`src/rtl/hermes_switch_control.sv`:
```
// Hermes router switch control: round-robin header arbitration, XY routing,
// output port allocation and release of connections when packets finish.
module hermes_switch_control #(
  parameter int unsigned FLIT_SIZE  = 32,
  parameter int unsigned ADDR_WIDTH = 8,
  localparam int unsigned NPORT = 5,
  localparam int unsigned PW    = 3
) (
  input  logic                            clk_i,
  input  logic                            rst_ni,
  input  logic [2*ADDR_WIDTH-1:0]         address_i,
  input  logic [NPORT-1:0]                req_i,
  input  logic [NPORT-1:0][FLIT_SIZE-1:0] header_i,
  input  logic [NPORT-1:0]                sending_i,
  output logic [NPORT-1:0]                ack_h_o,
  output logic [NPORT-1:0]                free_o,
  output logic [NPORT-1:0][PW-1:0]        inport_o,
  output logic [NPORT-1:0][PW-1:0]        outport_o
);

  localparam logic [PW-1:0] EAST  = 3'd0;
  localparam logic [PW-1:0] WEST  = 3'd1;
  localparam logic [PW-1:0] NORTH = 3'd2;
  localparam logic [PW-1:0] SOUTH = 3'd3;
  localparam logic [PW-1:0] LOCAL = 3'd4;

  typedef enum logic [1:0] {IDLE, ARB, ROUTE, GRANT} state_t;

  state_t                   state_q, state_d;
  logic [PW-1:0]            sel_q, sel_d;
  logic [PW-1:0]            ptr_q, ptr_d;
  logic [PW-1:0]            dst_q, dst_d;
  logic [NPORT-1:0]         active_q, active_d;
  logic [NPORT-1:0]         sending_q;
  logic [NPORT-1:0]         ack_d;
  logic [NPORT-1:0]         free_d;
  logic [NPORT-1:0][PW-1:0] inport_d;
  logic [NPORT-1:0][PW-1:0] outport_d;

  logic [PW-1:0]            rr_sel_c;
  logic                     rr_found_c;
  logic [PW-1:0]            route_c;
  logic [FLIT_SIZE-1:0]     hdr_c;
  logic [ADDR_WIDTH-1:0]    tx_c, ty_c, mx_c, my_c;
  logic                     unused_hdr_c;

  // Round-robin search starting one past the last served input
  always_comb begin
    rr_found_c = 1'b0;
    rr_sel_c   = ptr_q;
    for (int unsigned k = 1; k <= NPORT; k++) begin
      int unsigned idx;
      idx = (32'(ptr_q) + k) % NPORT;
      if (!rr_found_c && req_i[idx]) begin
        rr_found_c = 1'b1;
        rr_sel_c   = PW'(idx);
      end
    end
  end

  assign hdr_c        = header_i[sel_q];
  assign tx_c         = hdr_c[2*ADDR_WIDTH-1:ADDR_WIDTH];
  assign ty_c         = hdr_c[ADDR_WIDTH-1:0];
  assign mx_c         = address_i[2*ADDR_WIDTH-1:ADDR_WIDTH];
  assign my_c         = address_i[ADDR_WIDTH-1:0];
  assign unused_hdr_c = ^hdr_c[FLIT_SIZE-1:2*ADDR_WIDTH];

  // XY routing: resolve X first, then Y
  always_comb begin
    if (tx_c > mx_c)      route_c = EAST;
    else if (tx_c < mx_c) route_c = WEST;
    else if (ty_c > my_c) route_c = NORTH;
    else if (ty_c < my_c) route_c = SOUTH;
    else                  route_c = LOCAL;
  end

  always_comb begin
    state_d   = state_q;
    sel_d     = sel_q;
    ptr_d     = ptr_q;
    dst_d     = dst_q;
    ack_d     = '0;
    free_d    = free_o;
    inport_d  = inport_o;
    outport_d = outport_o;
    active_d  = active_q;

    // Falling edge of sending on an active input frees its output
    for (int unsigned i = 0; i < NPORT; i++) begin
      if (active_q[i] && sending_q[i] && !sending_i[i]) begin
        free_d[inport_o[i]] = 1'b1;
        active_d[i]         = 1'b0;
      end
    end

    case (state_q)
      IDLE: begin
        if (|req_i) state_d = ARB;
      end
      ARB: begin
        if (rr_found_c) begin
          sel_d   = rr_sel_c;
          ptr_d   = rr_sel_c;
          state_d = ROUTE;
        end else begin
          state_d = IDLE;
        end
      end
      ROUTE: begin
        dst_d = route_c;
        // Uses registered free_o so a same-cycle release is not seen yet
        if (free_o[route_c]) begin
          ack_d[sel_q] = 1'b1;
          state_d      = GRANT;
        end else begin
          state_d = IDLE;
        end
      end
      GRANT: begin
        free_d[dst_q]    = 1'b0;
        outport_d[dst_q] = sel_q;
        inport_d[sel_q]  = dst_q;
        active_d[sel_q]  = 1'b1;
        state_d          = IDLE;
      end
      default: state_d = IDLE;
    endcase
  end

  always_ff @(posedge clk_i or negedge rst_ni) begin
    if (!rst_ni) begin
      state_q   <= IDLE;
      sel_q     <= EAST;
      ptr_q     <= LOCAL;
      dst_q     <= EAST;
      active_q  <= '0;
      sending_q <= '0;
      ack_h_o   <= '0;
      free_o    <= '1;
      inport_o  <= '0;
      outport_o <= '0;
    end else begin
      state_q   <= state_d;
      sel_q     <= sel_d;
      ptr_q     <= ptr_d;
      dst_q     <= dst_d;
      active_q  <= active_d;
      sending_q <= sending_i;
      ack_h_o   <= ack_d;
      free_o    <= free_d;
      inport_o  <= inport_d;
      outport_o <= outport_d;
    end
  end

endmodule

```
`config.mk`:
```
export PLATFORM = sky130hd
export DESIGN_NAME = hermes_switch_control
export DESIGN_NICKNAME = d
export VERILOG_FILES = /design/src/rtl/hermes_switch_control.sv
export SDC_FILE = /design/constraint.sdc
export NUM_CORES = 1
export LEC_CHECK = 0
export ABC_AREA = 1
export BUFFER_PORTS_ARGS = -buffer_cell sky130_fd_sc_hd__buf_4
export CAP_MARGIN = 20
export CORE_UTILIZATION = 48
export DETAILED_ROUTE_END_ITERATION = 8
export PLACE_DENSITY_LB_ADDON = 0.25
export SLEW_MARGIN = 20
export SYNTH_ARGS = -nofsm -noshare
export SYNTH_HDL_FRONTEND = slang
export SYNTH_SLANG_ARGS = --single-unit
```
`constraint.sdc`:
```
create_clock -name clk_i -period 4.9 [get_ports clk_i]
set_clock_uncertainty 0.2 [all_clocks]
set_input_delay 0 -clock clk_i [delete_from_list [all_inputs] [get_ports clk_i]]
set_output_delay 0 -clock clk_i [all_outputs]
set_load 0.03 [all_outputs]
```
== Word level (Yosys, flattened, before mapping) ==
Index checks and enable logic that the tools add are counted.

* Register bits: 61
* Latch bits: 0
* Memory bits (writable): 0
* Bits in read-only memories: 0
* Input bits: 188
* Output and inout port bits: 40
* Word-level logic and storage cells: 163
* Memories: 0

* $add $sub $neg: 5
* $mul: 0
* Divide/modulo/power cells: 5
* Magnitude comparators: 24
* Equal/unequal tests: 4
* Shift-type cells: 0
* Multiplexer cells: 66
* Bitwise operators: 8
* Reductions and logical operators: 33

{| class="wikitable"
|+ Operators by type and width
! kind !! count
|-
| 32-bit by 4-bit < comparator with 1-bit output, second input constant || 5
|-
| 32-bit by 3-bit modulo with 32-bit output, second input constant || 5
|-
| 32-bit binary-select mux with 3-bit select || 1
|-
| 5-bit two-way mux || 9
|-
| 3-bit two-way mux || 11
|-
| 3-bit by 4-bit < comparator with 1-bit output, second input constant || 8
|-
| 15-bit bitwise mux || 2
|-
| 5-bit OR || 6
|-
| 1-bit two-way mux || 23
|-
| 1-bit demux with 3-bit select || 7
|-
| 3-bit by 1-bit >= comparator with 1-bit output, second input constant || 7
|-
| 1-bit logical AND || 21
|-
| 1-bit binary-select mux with 3-bit select || 6
|-
| 3-bit demux with 3-bit select || 2
|-
| 8-bit greater-than comparator || 2
|-
| 8-bit < comparator || 2
|-
| 16-bit two-way mux || 1
|-
| 1-bit logical NOT || 9
|-
| 3-bit by 2-bit adder with 4-bit output, second input constant || 2
|-
| 3-bit by 3-bit adder with 4-bit output, second input constant || 2
|-
| 2-bit one-hot mux with 4 select lines || 1
|-
| 2-bit two-way mux || 3
|-
| 5-bit bitwise AND || 1
|-
| 5-bit NOT || 1
|-
| other kinds (7) || 8
|}

== Longest topological paths before layout ==
Gate-level depths: netlist of run 1.

* Word-level depth: 19
* Gate-level depth with buffers: 32

== Worst setup path before layout of run 1 ==
Ideal clock, no wire load.

* Path kind: register to register
* From: register sel_q[0] (netlist name)
* To: register sel_q[0]
* Arrival time: 3688 ps
* Setup slack: 876 ps
* Cell stages (with the launch flop): 27
* Period minus slack after synthesis: 4024 ps
* Path through: dfrtp_1 buf_4 clkinv_1 clkbuf_1 ha_1 inv_2 ha_1 nor2_1 nand3_1 nand2_1 xor2_1 ha_1 nand2_1 nand3_2 nand3_1 nand2_1 nand2_1 nand3_1 nand2_1 nand2_1 nand2_2 nor2_4 nand4_1 nand2_2 inv_2 nand2_1 o21ai_1

{| class="wikitable"
|+ RTL lines
! item !! line !! source
|-
| end signal, assigned || 144 || <nowiki>sel_q <= sel_d;</nowiki>
|-
| end, declared || 30 || <nowiki>logic [PW-1:0] sel_q, sel_d;</nowiki>
|}

==> impl_metrics.py, run 1 <==
metrics = {
    "pwr": {
        "pwr-share-seq_pct": 18.8,
        "finalPower_mw": 4.37,
        "p_per_area_mw_per_mm2": 680,
        "power.internal_mw": 1.98,
        "swShare_pct": 54.7,
        "ir_worst_vdd_uv": 454,
        "clkPwrFrac_pct": 10.3,
        "p_leak_nw": 3.38,
        "p_comb_share_pct": 70.9,
        "switchingPower_mw": 2.39,
    },
    "cts": {
        "cts_buffer_depth": 2,
        "cts_sinks": 59,
        "clkTransAtPathRegs_ns": 0.06,
        "clkLatencyLatePin_ns": 0.34,
        "h-tree-depth": 3,
        "clock_tree.root_cell": "clkbuf_8",
        "numCtsBuffers": 9,
        "cts_tree": "built",
    },
    "worst_setup_path": {
        "slowest_delay_ns": 0.69,
        "start_kind": "flip-flop",
        "slowest_stage": "dfrtp_1",
        "cp_top_family": "simple AND/OR/NAND/NOR gates",
        "critical_path_required_ns": 4.92,
        "critPathBufInv": 3,
        "end_kind": "flip-flop",
        "cp_max_fo": 13,
        "cp.arrival_ns": 4.09,
        "crit_type": "reg2reg",
        "cp_common_cell": "nand2_1",
        "rrSetupSlack_ns": 0.84,
    },
    "layout": {
        "fin_util_pct": 65.7,
        "area_growth_pct": 32.4,
        "nNetsFinal": 1102,
        "drive_gt1_share_pct": 23.8,
        "layout.cells.non_filler": 1012,
        "fin_area_mm2": 0.00642,
        "nFillCells": 864,
        "antenna_cells": 0,
    },
    "yosys": {
        "ys_ff_latch": 59,
        "synth_edf_count": 0,
        "ys_top_cells_by_area": "dfrtp_1 27%, nand2_1 16%, ha_1 10%",
        "ys_warn_count": 0,
        "netlist_instances": 712,
        "synth_top_area_share_pct": 27.4,
        "async_reset_ff_share_pct": 100,
        "synth_common_cells": "201 x nand2_1, 96 x inv_1, 62 x nand3_1",
        "ys_types": 41,
        "yosysMostFrequentCell": "nand2_1",
        "syn_nets": 940,
        "synthFlopType": "dfrtp_1",
        "postSynthAreaPerCell_um2": 6.81,
        "synth_area_leader_cell": "dfrtp_1",
        "seq_area_frac_synth_pct": 30.6,
        "syn_area_mm2": 0.00485,
    },
    "timing": {
        "rsz0062_at_grt": "false",
        "slew_viol_final": 0,
        "layout_setup_ws_ns": 0.839,
        "hold_viol": 0,
        "setup_viol": 0,
        "post-route-period-util_pct": 82.9,
        "tightest_slew_ns": 0.743,
        "slew_headroom_pct": 50.2,
        "hold_ws_ns": 0.0176,
        "fin_setup_tns_ns": 0,
        "layout_min_cycle_time_ns": 4.06,
        "max_freq_mhz": 246,
    },
    "placed_design": {
        "port_buffers": 147,
        "dp_slack_ns": 0.879,
        "gp_congestion": 0.946,
        "placed_cells": 989,
        "dp_hpwl_mm": 11.4,
        "place_area_mm2": 0.00615,
    },
    "global_route": {
        "grt_first_pass_wirelength_mm": 23.3,
        "grt_pass1_vias": 5109,
        "antenna_found_initial": 0,
        "groute.usage.overall_pct": 28.3,
        "grt_max_degree": 60,
        "grt-ovfl-total": 0,
    },
    "status": {
        "outcome": "finished, violations left",
        "failed_checks": "design-rule violations",
    },
    "floorplan": {
        "initial_core_util_pct": 49.6,
        "chipHeight_um": 103,
        "die_width_um": 103,
        "core_area_mm2": 0.00977,
        "rows": 36,
        "pin_count": 228,
        "dieArea_mm2": 0.0105,
    },
    "routing": {
        "drc": 1,
        "vias": 5497,
        "routedWlPerCell_um": 14.5,
        "ant_nets": 0,
        "drt_iter0_markers": 252,
        "wl_mm": 14.7,
        "drt-vias-per-instance": 5.43,
        "drtPass1Iterations": 7,
    },
    "run": {
        "cap_violations": 0,
    },
    "worst_hold_path": {
        "worst_hold_path_type": "in2reg",
    },
}
## cell type report
type                    instances  area, µm²  area share (%)
repair buffers                162       1230            19.2
clock buffers                  10        138            2.14
multi-input cells             539       2950            45.9
well taps                     133        166            2.59
flip-flops and latches         59       1480            23.1
inverters                     103        387            6.02
clock inverters                 6       65.1            1.01
## path summary, 6_finish.rpt
path / from / to / cells past startpoint
worst min register to register: state_q[0] / state_q[0] / 1
max in group asynchronous: rst_ni / ack_h_o[4] / 2
worst max register to register: sel_q[1] / sel_q[2] / 26
worst max-delay path: sel_q[1] / sel_q[2] / 26
worst min-delay path: req_i[0] / state_q[0] / 5
min in group asynchronous: rst_ni / active_q[2] / 2
## timing repair
| item | CTS | global route |
|---|---|---|
| endpoints found under the hold margin | 75 | 0 |
| buffers inserted | 0 | 0 |
| resized for setup | 0 | 0 |
| hold buffers | 7 | 0 |
## logic make-up (layout without fill, tap and decap cells)
logic type      Yosys count  in the layout  share of synthesized area, %
buf+inv                 114            281                          8.90
compound gates          118            118                          14.6
fa+ha+maj                40             40                          10.3
flops                    59             59                          30.6
simple gates            377            377                          34.8
xor+xnor                  4              4                         0.723
## sequential cells by signal (all words and copies together), names as in the netlist
name / cells
ack_h_o: 5
active_q: 5
dst_q: 3
free_o: 5
inport_o: 15
outport_o: 15
ptr_q: 1
sel_q: 3
sending_q: 5
state_q: 2
## cells in the final DEF (no fill, tap or decap), drive strengths merged, types with 9 or more instances in the layout
cell type  netlist  routed
nand2          215     215
clkbuf          10      10
nand4           33      33
nor2            50      50
o21ai           56      56
buf              1     155
a21oi           19      19
a22oi           16      16
a31oi            9       9
nand3           66      66
ha              40      40
dfrtp           53      53
inv            100     100
## routing by layer
layer,GRT usage (%),share of wire [%],vias up
met5,0,0,-
met4,12.0,3.0,0
met3,5.29,6.7,42
met2,50.2,50,201
met1,33.3,40,2545
li1,-,-,2709
## power by group through the flow
stage,logic [mW],registers (mW),clock network [mW]
floorplan,2.10,0.953,0
global placement,2.93,0.813,0
detailed placement,3.06,0.822,0
CTS,3.08,0.815,0.456
global route,3.52,0.840,0.481
finish,3.09,0.820,0.452
## worst reg2reg max path, cell delays in order, from the launching register on
cell and delay [ns]:
dfrtp_1 0.69, inv_1 0.14, ha_1 0.24, inv_1 0.10, nand2_2 0.06, and2_4 0.15
ha_1 0.21, nor2_1 0.09, nand3_1 0.10, nand2_1 0.10, xor2_1 0.22, ha_1 0.23
nand2_1 0.07, nand3_2 0.11, nand3_1 0.12, nand2_1 0.13, nand2_1 0.06, nand3_1 0.06
nand2_1 0.05, nand2_1 0.07, nand2_2 0.08, nor2_4 0.20, nand4_1 0.14, nand2_2 0.14
inv_2 0.06, nand2_1 0.09, nand2_1 0.05
Power figures use the tool's default switching activity.
==> run 2, diff against run 1 <==
==> constraint.sdc (replaced) <==
create_clock -name clk_i -period 4.19 [get_ports clk_i]
set_clock_uncertainty 0.2 [all_clocks]
set_input_delay 0 -clock clk_i [delete_from_list [all_inputs] [get_ports clk_i]]
set_output_delay 0 -clock clk_i [all_outputs]
set_load 0.03 [all_outputs]
==> run 2 against run 1 <==
- the flow now finishes without violations
- largest power group unchanged
- clock-buffer cell count shrank 1
- critical endpoint unchanged
- design area rose by 0.43%
- fmax increased by 9.2%
- final cell count rose by 0.30%
- combinational power grew 18%
- routed wire length decreased by 1.5%
- register-to-register slack lost 0.37 ns
==> impl_metrics.py, run 2 (synthesis gave the netlist of run 1 again) <==
metrics = {
    "floorplan": {
        "die_width_um": 103,
        "initial_core_util_pct": 49.6,
        "chipHeight_um": 103,
        "rows": 36,
        "dieArea_mm2": 0.0105,
        "core_area_mm2": 0.00977,
        "pin_count": 228,
    },
    "routing": {
        "routedWlPerCell_um": 14.3,
        "drt_iter0_markers": 321,
        "drt-vias-per-instance": 5.35,
        "vias": 5427,
        "ant_nets": 0,
        "drtPass1Iterations": 5,
        "drc": 0,
        "wl_mm": 14.5,
    },
    "worst_setup_path": {
        "crit_type": "reg2reg",
        "cp_top_family": "simple AND/OR/NAND/NOR gates",
        "slowest_delay_ns": 0.36,
        "slowest_stage": "dfrtp_1",
        "end_kind": "flip-flop",
        "cp_common_cell": "nand2_1",
        "critical_path_required_ns": 4.21,
        "rrSetupSlack_ns": 0.47,
        "critPathBufInv": 5,
        "cp.arrival_ns": 3.74,
        "start_kind": "flip-flop",
        "cp_max_fo": 23,
    },
    "layout": {
        "nNetsFinal": 1105,
        "antenna_cells": 0,
        "top_regs": "inport_o: 15 flops, outport_o: 15 flops",
        "drive_gt1_share_pct": 24.1,
        "area_growth_pct": 33.0,
        "fin_area_mm2": 0.00645,
        "final_common_cell": "nand2_1",
        "nFillCells": 832,
        "final_cell_mix": "201 x nand2_1, 157 x buf_4, 96 x inv_1, 62 x nand3_1, 53 x dfrtp_1",
    },
    "status": {
        "outcome": "finished, final reports clean",
    },
    "placed_design": {
        "place_area_mm2": 0.00617,
        "port_buffers": 147,
        "gp_congestion": 0.934,
        "dp_slack_ns": 0.407,
        "dp_hpwl_mm": 11.4,
    },
    "global_route": {
        "grt_pass1_vias": 4972,
        "groute.usage.overall_pct": 27.2,
        "antenna_found_initial": 0,
        "grt_first_pass_wirelength_mm": 22.4,
        "grt_max_degree": 60,
        "grt-ovfl-total": 0,
    },
    "cts": {
        "clkTransAtPathRegs_ns": 0.07,
        "clkLatencyLatePin_ns": 0.33,
        "clock_tree.root_cell": "clkbuf_8",
        "cts_sinks": 59,
        "numCtsBuffers": 9,
        "h-tree-depth": 3,
        "cts_setup_buffers": 0,
        "cts_buffer_depth": 2,
        "cts_tree": "built",
    },
    "timing": {
        "tightest_slew_ns": 0.797,
        "slew_viol_final": 0,
        "max_freq_mhz": 269,
        "hold_ws_ns": 0.0567,
        "layout_min_cycle_time_ns": 3.72,
        "fin_setup_tns_ns": 0,
        "layout_setup_ws_ns": 0.472,
        "rsz0062_at_grt": "false",
        "slew_headroom_pct": 46.6,
        "setup_viol": 0,
        "hold_viol": 0,
        "post-route-period-util_pct": 88.7,
    },
    "pwr": {
        "finalPower_mw": 5.10,
        "p_leak_nw": 3.38,
        "p_per_area_mw_per_mm2": 791,
        "p_comb_share_pct": 71.7,
        "switchingPower_mw": 2.78,
        "swShare_pct": 54.6,
        "clkPwrFrac_pct": 10.0,
        "power.internal_mw": 2.31,
        "ir_worst_vdd_uv": 759,
        "pwr-share-seq_pct": 18.3,
    },
    "worst_hold_path": {
        "worst_hold_path_type": "in2async",
    },
    "run": {
        "cap_violations": 0,
    },
}
[run 2: path summary, 6_finish.rpt]
path                                 to         start  cells past startpoint
max                            sel_q[2]      sel_q[0]                     28
min                        sending_q[2]        rst_ni                      2
max reg2reg                    sel_q[2]      sel_q[0]                     28
min reg2reg                outport_o[7]  outport_o[7]                      2
max in group asynchronous      dst_q[1]        rst_ni                      2
min in group clk_i           state_q[0]      req_i[0]                      5
[run 2: layer usage]
| layer | wire length (µm) | up-vias | GRT usage, % |
|---|---|---|---|
| met5 | 0 | - | 0 |
| met1 | 5930 | 2455 | 31.7 |
| li1 | - | 2719 | - |
| met3 | 1040 | 21 | 3.86 |
| met4 | 237 | 0 | 8.79 |
| met2 | 7300 | 232 | 50.9 |
[run 2: repair_timing]
action	in CTS	in global routing
setup endpoints to repair	0	1
gates resized for setup	0	2
hold endpoints to repair	75	0
hold buffers	7	0
[run 2: stage by stage]
stage	cells	utilization (%)
2_1_floorplan	712	-
3_3_place_gp	992	63.1
3_5_place_dp	992	63.1
4_1_cts	1015	65.9
5_1_grt	1015	66.0
6_report	1015	66.0
[run 2: final cells by class]
type / count / area (µm²) / area share, %
clock inverters: 7 / 76.3 / 1.18
repair buffers: 165 / 1260 / 19.5
flip-flops and latches: 59 / 1480 / 23.0
well taps: 133 / 166 / 2.58
multi-input cells: 539 / 2950 / 45.7
inverters: 103 / 390 / 6.05
clock buffers: 9 / 124 / 1.92
[run 2: power by group through the flow]
stage / clock network (mW) / logic, mW / registers [mW]
detailed placement: 0 / 3.60 / 0.937
floorplan: 0 / 2.45 / 1.11
global route: 0.542 / 4.12 / 0.954
CTS: 0.517 / 3.62 / 0.927
global placement: 0 / 3.47 / 0.930
finish: 0.510 / 3.65 / 0.933
==> run 3, diff against run 2 <==
--- a/config.mk
+++ b/config.mk
@@ -10,6 +10,7 @@
 export CAP_MARGIN = 20
 export CORE_UTILIZATION = 48
 export DETAILED_ROUTE_END_ITERATION = 8
+export MAX_ROUTING_LAYER = met4
 export PLACE_DENSITY_LB_ADDON = 0.25
 export SLEW_MARGIN = 20
 export SYNTH_ARGS = -nofsm -noshare
==> run 3 against run 2 <==
- power is 0.53% higher
- first-iteration DRC count decreased by 22%
- hold slack lost 0.0068 ns
- utilization about the same
- design area about the same
- clock power is 2% higher
- fmax down 1.8%
==> impl_metrics.py, run 3 (synthesis gave the netlist of run 1 again) <==
metrics = {
    "pwr": {
        "pwr-share-seq_pct": 18.3,
        "swShare_pct": 54.2,
        "finalPower_mw": 5.13,
        "clkPwrFrac_pct": 10.1,
        "switchingPower_mw": 2.78,
        "p_per_area_mw_per_mm2": 795,
        "power.internal_mw": 2.35,
        "p_leak_nw": 3.38,
        "p_comb_share_pct": 71.6,
        "ir_worst_vdd_uv": 800,
    },
    "layout": {
        "nFillCells": 841,
        "layout.cells.non_filler": 1014,
        "antenna_cells": 0,
        "final_common_cell": "nand2_1",
        "drive_gt1_share_pct": 23.8,
        "nNetsFinal": 1104,
        "area_growth_pct": 33.0,
        "final_cell_mix": "201 x nand2_1, 156 x buf_4, 96 x inv_1, 62 x nand3_1, 52 x dfrtp_1",
        "top_regs": "inport_o: 15 flops, outport_o: 15 flops",
    },
    "routing": {
        "wl_mm": 14.8,
        "drt_iter0_markers": 251,
        "drtPass1Iterations": 5,
        "vias": 5492,
        "drc": 0,
        "routedWlPerCell_um": 14.6,
        "drt-vias-per-instance": 5.42,
        "ant_nets": 0,
    },
    "cts": {
        "clock_tree.root_cell": "clkbuf_8",
        "h-tree-depth": 3,
        "cts_setup_buffers": 0,
        "cts_tree": "built",
        "cts_buffer_depth": 2,
        "numCtsBuffers": 9,
        "clkTransAtPathRegs_ns": 0.07,
        "cts_sinks": 59,
        "clkLatencyLatePin_ns": 0.33,
    },
    "worst_setup_path": {
        "cp.arrival_ns": 3.80,
        "start_kind": "flip-flop",
        "critical_path_required_ns": 4.20,
        "rrSetupSlack_ns": 0.40,
        "cp_max_fo": 19,
        "end_kind": "flip-flop",
        "crit_type": "reg2reg",
    },
    "timing": {
        "slew_viol_final": 0,
        "rsz0062_at_grt": "false",
        "tightest_slew_ns": 0.777,
        "hold_ws_ns": 0.0499,
        "layout_min_cycle_time_ns": 3.79,
        "fin_setup_tns_ns": 0,
        "setup_viol": 0,
        "post-route-period-util_pct": 90.4,
        "layout_setup_ws_ns": 0.403,
        "hold_viol": 0,
        "max_freq_mhz": 264,
        "slew_headroom_pct": 47.9,
    },
    "floorplan": {
        "core_area_mm2": 0.00977,
        "chipHeight_um": 103,
        "rows": 36,
        "pin_count": 228,
        "dieArea_mm2": 0.0105,
        "initial_core_util_pct": 49.6,
        "die_width_um": 103,
    },
    "global_route": {
        "grt-ovfl-total": 0,
        "grt_max_degree": 60,
        "grt_pass1_vias": 4990,
        "antenna_found_initial": 0,
        "groute.usage.overall_pct": 28.1,
        "grt_first_pass_wirelength_mm": 22.6,
    },
    "placed_design": {
        "dp_hpwl_mm": 11.5,
        "port_buffers": 147,
        "placed_cells": 991,
        "gp_congestion": 0.946,
        "dp_slack_ns": 0.326,
    },
    "status": {
        "outcome": "finished, final reports clean",
    },
    "worst_hold_path": {
        "worst_hold_path_type": "in2reg",
    },
    "run": {
        "cap_violations": 0,
    },
}
run 3: changes by cell type in the layout (fill, tap and decap cells not counted), sizes merged:
cell / before / now
clkinv: 5 / 3
clkbuf: 9 / 14
clkinvlp: 3 / 1
inv: 101 / 100
buf: 158 / 157
run 3: final cells by class:
class                           instances  area (µm²)  area share [%]
Multi-Input combinational cell        539        2960            45.8
Clock inverter                          2        37.5           0.582
Inverter                              103         387            6.00
Sequential cell                        59        1490            23.0
Tap cell                              133         166            2.58
Clock buffer                           14         163            2.52
Timing Repair Buffer                  164        1250            19.4
run 3: power groups by stage:
stage | combinational [mW] | sequential [mW] | clock [mW]
2_1_floorplan | 2.45 | 1.11 | 0
3_3_place_gp | 3.46 | 0.932 | 0
3_5_place_dp | 3.61 | 0.940 | 0
4_1_cts | 3.63 | 0.931 | 0.525
5_1_grt | 4.11 | 0.954 | 0.553
6_report | 3.67 | 0.938 | 0.520
run 3: worst max-delay path, stage by stage, from the launching register on:
cell	delay [ns]
dfrtp_1	0.36
clkinv_1	0.12
buf_4	0.24
nand2_1	0.12
clkinv_1	0.46
nand2_1	0.20
nand4_1	0.11
ha_1	0.32
nand2_1	0.07
o21ai_0	0.16
nand2_1	0.07
o211ai_1	0.09
inv_1	0.09
nor4_1	0.31
nor2_1	0.11
o21ai_0	0.11
nand3_1	0.10
nand2_1	0.06
inv_1	0.10
nor4_1	0.26
run 3: path summary, 6_finish.rpt:
check | from | end | cells after the start
setup / recovery | sel_q[0] | ack_h_o[2] | 19
hold / removal | req_i[0] | state_q[0] | 5
setup reg to reg | sel_q[0] | ack_h_o[2] | 19
hold reg to reg | outport_o[6] | outport_o[6] | 2
max in group asynchronous | rst_ni | sel_q[1] | 2
min in group asynchronous | rst_ni | sending_q[2] | 2
run 3: what timing repair did:
item | 4_1_cts | 5_1_grt
hold buffers | 7 | 0
gates resized for setup | 0 | 3
hold endpoints to repair | 75 | 0
endpoints found under the setup margin | 0 | 4
run 3: layer usage:
layer  vias up  routed length, µm  GRT usage, %
met5         -                  0             -
met4         0                283          8.02
met3        22                908          4.34
met2       189               7530          50.6
met1      2570               6040          32.3
li1       2711                  -             -
run 3: through the flow:
step	util, %	instance area (µm²)
global placement	63.1	6160
floorplan	-	4850
finish	65.9	6450
global route	65.9	6450
CTS	65.8	6430
detailed placement	63.1	6160
